--- src/rtl/tcpc_reset_ctrl_pkg.sv ---
// ----------------------------------------------------------------------------
// tcpc_reset_ctrl_pkg
//   Shared definitions for the TCPC Hard/Cable Reset sequencer.
//   - TRANSMIT SOP* type codes that request a reset transmission
//   - ALERT register bit positions touched by the sequencer
//   - sequencer state encoding
//   - isResetType(): true for the two reset request codes
// ----------------------------------------------------------------------------
package tcpc_reset_ctrl_pkg;

  // TRANSMIT[2:0] codes that ask the PHY to send a reset signalling
  localparam logic [2:0] TX_HARD_RESET  = 3'b101;
  localparam logic [2:0] TX_CABLE_RESET = 3'b110;

  // ALERT register bit indices related to transmission outcome
  localparam int ALERT_TX_FAILED_BIT    = 4;
  localparam int ALERT_TX_DISCARDED_BIT = 5;
  localparam int ALERT_TX_SUCCESS_BIT   = 6;

  // Sequencer states
  typedef enum logic [1:0] {
    IDLE     = 2'd0,
    CLEAR    = 2'd1,
    SENDING  = 2'd2,
    COMPLETE = 2'd3
  } seqState_t;

  // True when a SOP* type field encodes a Hard Reset or Cable Reset request
  function automatic logic isResetType(input logic [2:0] sopType);
    return (sopType == TX_HARD_RESET) || (sopType == TX_CABLE_RESET);
  endfunction

endpackage

--- src/rtl/tcpc_reset_ctrl_reset_timer.sv ---
// ----------------------------------------------------------------------------
// tcpc_reset_ctrl_reset_timer
//   Synchronous up-counter that times the reset transmission.
//   load clears the count, enable advances it; the count saturates at
//   CYCLES-1 and 'terminal' is high while it sits there.
// Ports
//   CLK       in   clock, rising edge
//   reset     in   synchronous active-high reset (count -> 0)
//   load      in   restart the count from 0 (priority over enable)
//   enable    in   advance the count by one
//   terminal  out  count == CYCLES-1
// ----------------------------------------------------------------------------
module tcpc_reset_ctrl_reset_timer #(
  parameter int CYCLES = 16,
  parameter int WIDTH  = (CYCLES > 2) ? $clog2(CYCLES) : 1
) (
  input  logic CLK,
  input  logic reset,
  input  logic load,
  input  logic enable,
  output logic terminal
);

  localparam logic [WIDTH-1:0] LAST = WIDTH'(CYCLES - 1);

  logic [WIDTH-1:0] count;

  // NOTE: registers are updated with non-blocking assignments so every flop
  // samples values from before the edge, independent of statement order.
  always_ff @(posedge CLK) begin
    if (reset) begin
      count <= '0;
    end else if (load) begin
      count <= '0;
    end else if (enable && (count != LAST)) begin
      // Saturate at LAST so a late enable can never wrap back to zero
      count <= count + 1'b1;
    end
  end

  assign terminal = (count == LAST);

endmodule

--- src/rtl/tcpc_reset_ctrl.sv ---
// ----------------------------------------------------------------------------
// tcpc_reset_ctrl
//   Hard/Cable Reset sequencer of the USB-PD TCPC, between the register file
//   and the PHY. A new Hard or Cable Reset request in TRANSMIT disables
//   reception, the reset transmission is timed for HARD_RESET_CYCLES clocks,
//   then completion is posted into ALERT, TRANSMIT is cleared and the PHY is
//   told to stop. Outside of that, TRANSMIT and ALERT pass through registered.
// Parameters
//   HARD_RESET_CYCLES  reset transmission length in CLK cycles (>= 2)
//   ALERT_TX_OK_BIT    ALERT bit set on completion
// Ports
//   CLK                        in   clock, all logic on rising edge
//   reset                      in   synchronous active-high reset
//   ioTRANSMIT                 in   current TRANSMIT value, [2:0] = SOP* type
//   iAlert                     in   current ALERT value
//   oTRANSMIT                  out  TRANSMIT written back to the register file
//   ALERT                      out  ALERT written back to the register file
//   oRECEIVE_DETECT            out  RECEIVE_DETECT forced by this block (0)
//   oRECEIVE_BYTE_COUNT        out  RECEIVE_BYTE_COUNT forced by this block (0)
//   PHY_Stop_Attempting_Reset  out  one-cycle pulse when the sequence completes
// ----------------------------------------------------------------------------
module tcpc_reset_ctrl
  import tcpc_reset_ctrl_pkg::*;
#(
  parameter int HARD_RESET_CYCLES = 16,
  parameter int ALERT_TX_OK_BIT   = ALERT_TX_SUCCESS_BIT
) (
  input  logic        CLK,
  input  logic        reset,
  input  logic [7:0]  ioTRANSMIT,
  input  logic [15:0] iAlert,
  output logic [7:0]  oTRANSMIT,
  output logic [15:0] ALERT,
  output logic [7:0]  oRECEIVE_DETECT,
  output logic [7:0]  oRECEIVE_BYTE_COUNT,
  output logic        PHY_Stop_Attempting_Reset
);

  localparam logic [15:0] TX_OK_MASK = 16'h0001 << ALERT_TX_OK_BIT;

  seqState_t  state;
  logic [2:0] prevType;
  logic       startReq;
  logic       timerLoad;
  logic       timerEnable;
  logic       timerDone;

  // Edge-qualified request: a reset code counts only when the previous cycle
  // did not already carry one, so a held value never retriggers.
  assign startReq = isResetType(ioTRANSMIT[2:0]) && !isResetType(prevType);

  assign timerLoad   = (state == CLEAR);
  assign timerEnable = (state == SENDING);

  tcpc_reset_ctrl_reset_timer #(
    .CYCLES (HARD_RESET_CYCLES)
  ) u_timer (
    .CLK      (CLK),
    .reset    (reset),
    .load     (timerLoad),
    .enable   (timerEnable),
    .terminal (timerDone)
  );

  // NOTE: prevType deliberately has no reset branch: it keeps sampling
  // TRANSMIT while reset is asserted, so a reset code held across reset
  // release (or across an abort) is seen as old and does not start a
  // sequence.
  always_ff @(posedge CLK) begin
    prevType <= ioTRANSMIT[2:0];
  end

  always_ff @(posedge CLK) begin
    if (reset) begin
      state                     <= IDLE;
      oTRANSMIT                 <= '0;
      ALERT                     <= '0;
      oRECEIVE_DETECT           <= '0;
      oRECEIVE_BYTE_COUNT       <= '0;
      PHY_Stop_Attempting_Reset <= 1'b0;
    end else begin
      // Reception stays disabled in every state
      oRECEIVE_DETECT     <= '0;
      oRECEIVE_BYTE_COUNT <= '0;

      unique case (state)
        IDLE: begin
          oTRANSMIT                 <= ioTRANSMIT;
          ALERT                     <= iAlert;
          PHY_Stop_Attempting_Reset <= 1'b0;
          if (startReq) begin
            state <= CLEAR;
          end
        end

        CLEAR: begin
          // The timer is loaded from this state; pass-through carries on
          oTRANSMIT                 <= ioTRANSMIT;
          ALERT                     <= iAlert;
          PHY_Stop_Attempting_Reset <= 1'b0;
          state                     <= SENDING;
        end

        SENDING: begin
          // New TRANSMIT writes are reflected but never restart the timer
          oTRANSMIT                 <= ioTRANSMIT;
          ALERT                     <= iAlert;
          PHY_Stop_Attempting_Reset <= 1'b0;
          if (timerDone) begin
            state <= COMPLETE;
          end
        end

        COMPLETE: begin
          // OR-set only: bits already pending in ALERT are preserved, and the
          // current iAlert is used so a same-cycle update is not lost
          oTRANSMIT                 <= 8'h00;
          ALERT                     <= iAlert | TX_OK_MASK;
          PHY_Stop_Attempting_Reset <= 1'b1;
          state                     <= IDLE;
        end

        default: begin
          state <= IDLE;
        end
      endcase
    end
  end

endmodule

--- config.mk ---
export PLATFORM = sky130hd
export DESIGN_NAME = tcpc_reset_ctrl
export DESIGN_NICKNAME = d
export VERILOG_FILES = /design/src/rtl/tcpc_reset_ctrl_pkg.sv /design/src/rtl/tcpc_reset_ctrl_reset_timer.sv /design/src/rtl/tcpc_reset_ctrl.sv
export SDC_FILE = /design/constraint.sdc
export NUM_CORES = 1
export LEC_CHECK = 0
export CAP_MARGIN = 20
export CELL_PAD_IN_SITES_DETAIL_PLACEMENT = 2
export CELL_PAD_IN_SITES_GLOBAL_PLACEMENT = 2
export CORE_MARGIN = 2
export CORE_UTILIZATION = 19
export CTS_CLUSTER_DIAMETER = 30
export DETAILED_ROUTE_END_ITERATION = 6
export PLACE_DENSITY = 0.84
export SETUP_SLACK_MARGIN = 0.02
export SYNTH_ARGS = -nofsm -noshare
export SYNTH_HDL_FRONTEND = slang
export SYNTH_SLANG_ARGS = --single-unit
--- constraint.sdc ---
create_clock -name CLK -period 1.3 [get_ports CLK]
set_input_delay 0.26 -clock CLK [delete_from_list [all_inputs] [get_ports CLK]]
set_output_delay 0.26 -clock CLK [all_outputs]
set_load 0.01 [all_outputs]
==> metrics, run 1 <==
Cell Rows 29; cts bufs inserted 5; vias just under 900; fin. max-slew vios 0; XOR/XNOR Fraction of Synth Area under 10%; asr flop ratio synth 0%; port bufs 50; Crit path arrival time about 1.4 ns; final period utilization a little over 90%; largest cells by area after synthesis dfxtp_1 56%, buf_4 9.8%, nor2b_1 8.2%; Yosys Warn Count 0; CTS tree done; post-route ant nets 0; worst-path cell chain inv_1 -> ha_1 -> a211o_1 -> o211a_1; fmax 835.3 MHz; antenna cells 0; clock slew at reported path FFs roughly 0.07 ns; Max FO, Critical Path 4; First-pass DRT Iterations 2; Clock Sinks 34; die width between 80 and 90 um; Hold/Removal Path Class input port to flip-flop; Mapped Area approximately 1200 um^2; Overflow after GRT 0; dpl cell area 1790 um^2; commonest non-fill, non-tap cell in the layout dfxtp_1; adder-cell area share of the yosys netlist slightly above 6%; Synth top area share a little under three fifths; Synth area leader dfxtp_1; fin area 1861 um^2; Worst Clk Skew ~0.0055 ns; IO Count 67; Final min period roughly 1.2 ns; Clock Latency Late Sink approximately 0.28 ns; initial antenna violation count 0; crit-path max cell delay approximately 0.38 ns; root buffer cell clkbuf_8; peak supply drop 0.6206 mV; Largest delay share family, worst path compound AO/OA/AOI/OAI gates; H-tree levels 2; Synth Flop Type dfxtp_1; die area approximately 7000 um^2; largest net degree at the start of global routing 17; Final setup viols 0; status finished clean; simple-gate share of the synthesized area a little under a fifth; post-route setup slack 0.1028 ns; P&R area growth vs syn 52.51%; post-synthesis mux area share under 10%; Core Area between 6000 and 7000 um^2; Post-synth EDFFs 0; Initial Util roughly a fifth; max_cap viols 0; Total GRT Usage roughly 8.2%; compound-gate portion of the synthesized area 2.769%; Critical Path RT 1.48 ns; Leak slightly below 0.9 nW; combinational family with the most area after synthesis simple AND/OR/NAND/NOR gates; layout cell share with drive strength beyond 1 between 10% and 20%; Setup WS pre-CTS -0.3255 ns; commonest cells after routing, fill and taps aside 31 x dfxtp_1, 27 x dlygate4sd2_1, 23 x clkdlybuf4s50_1; Final Hold Vio Count 0; #FFs+latches synth 34; nets 204; Post-CTS Hold Fix Bufs 0; startpoint types flip-flop; Crit Path Category flip-flop to flip-flop; vias in the first global route between 900 and 1k; Detail Placement HPWL between 2000 and 2500 um; PwrDens 1394 nW/um^2; 1st-iter DRT viols 14; Worst path slowest cell dfxtp_2; register area share after synthesis a little under three fifths; first-pass GRT wire length roughly 4500 um; gp weighted congestion ~0.71; drt wl/cell approximately 12 um; Die Y-Extent around 84 um; WP buf/inv 1; drt total wl between 2000 and 3000 um; RSZ-0062 raised after global routing no; CP Capture Type flip-flop; synthesized area per cell 10.89 um^2; clk buf depth 2; synth unique cells 22; cells after synthesis between 100 and 150; remaining routing DRC violations 0; routed vias/inst between 3 and 4
==> state kept, by name, indices dropped and copies added, names as in the netlist <==
register / cells
oTRANSMIT: 8
u_timer.count: 4
state: 2
PHY_Stop_Attempting_Reset: 1
prevType: 3
ALERT: 16
==> final timing paths <==
kind,startpoint,endpoint,slack (ns),depth (start not counted)
worst max-delay path,state[1]$_SDFFE_PP0P_,state[0]$_SDFFE_PP0P_,0.10,4
worst min register to register,state[1]$_SDFFE_PP0P_,state[1]$_SDFFE_PP0P_,0.51,2
worst max register to register,state[1]$_SDFFE_PP0P_,state[0]$_SDFFE_PP0P_,0.10,4
worst min-delay path,ioTRANSMIT[1],prevType[1]$_DFF_P_,0.26,1
==> cell type report <==
cell class | count | area, um^2
sequential | 34 | 684.4
clock inverter | 2 | 10.01
multi-input combinational | 71 | 474.2
timing repair buffer | 56 | 511.7
tap | 77 | 96.34
fill | 712 | 4417
inverter | 4 | 15.01
clock buffer | 5 | 68.82
==> Yosys cell counts, types with 2 or more instances <==
master    count
inv_1         4
nor2_1        3
nor3_1        4
clkbuf_1      2
mux2i_1       2
nand3_1       2
xor2_1        4
buf_4        16
nand2_1       3
ha_1          6
and2_1        7
dfxtp_1      34
nor2b_1      16
==> where the power goes <==
group	internal (W)	switching, W	total, W
clock network	0.000359	0.000368	0.000726
registers	0.00115	0.0000503	0.00120
logic	0.000346	0.000325	0.000671
total	0.00185	0.000743	0.00259
==> cells by family (layout without fill, tap and decap cells) <==
family,count (synthesis),count (layout)
other,1,16
AO/OA/AOI/OAI,4,4
XOR/XNOR,5,5
buffers and inverters,22,67
multiplexers,2,2
flip-flops,34,34
adder cells (fa/ha/maj),6,6
AND/OR/NAND/NOR,38,38
==> stage by stage <==
| step | hold slack, ns | total power, W | std cells | utilization, % | setup TNS (ns) |
|---|---|---|---|---|---|
| floorplan | 0.2877 | 0.001573 | 127 | - | 0 |
| global placement | 0.4910 | 0.001847 | 242 | 28.52 | -0.4951 |
| detailed placement | 0.5231 | 0.001889 | 242 | 28.52 | -0.6257 |
| CTS | 0.2549 | 0.002596 | 249 | 29.30 | 0 |
| global route | 0.2708 | 0.002748 | 249 | 29.64 | 0 |
| finish | 0.2570 | 0.002594 | 249 | 29.64 | 0 |
==> layer usage <==
metal	share of wire [%]	global-route usage, %	wire [um]
met1	37	8.399	1109
met2	52	15.08	1558
met3	8.8	2.852	261
met4	1.7	3.519	51
met5	0	0	0
==> repair_timing <==
item | in CTS | in global routing
gates resized for setup | 28 | 7
pin swaps | 0 | 0
setup endpoints to repair | 27 | 5
buffers inserted | 0 | 0
Power figures use the tool's default switching activity.
==> inputs of run 2 (changes only) <==
Settings changed: CTS_CLUSTER_SIZE set to 8.
==> results of run 2 <==
Final layout, timing and power as in run 1 (identical DEF).
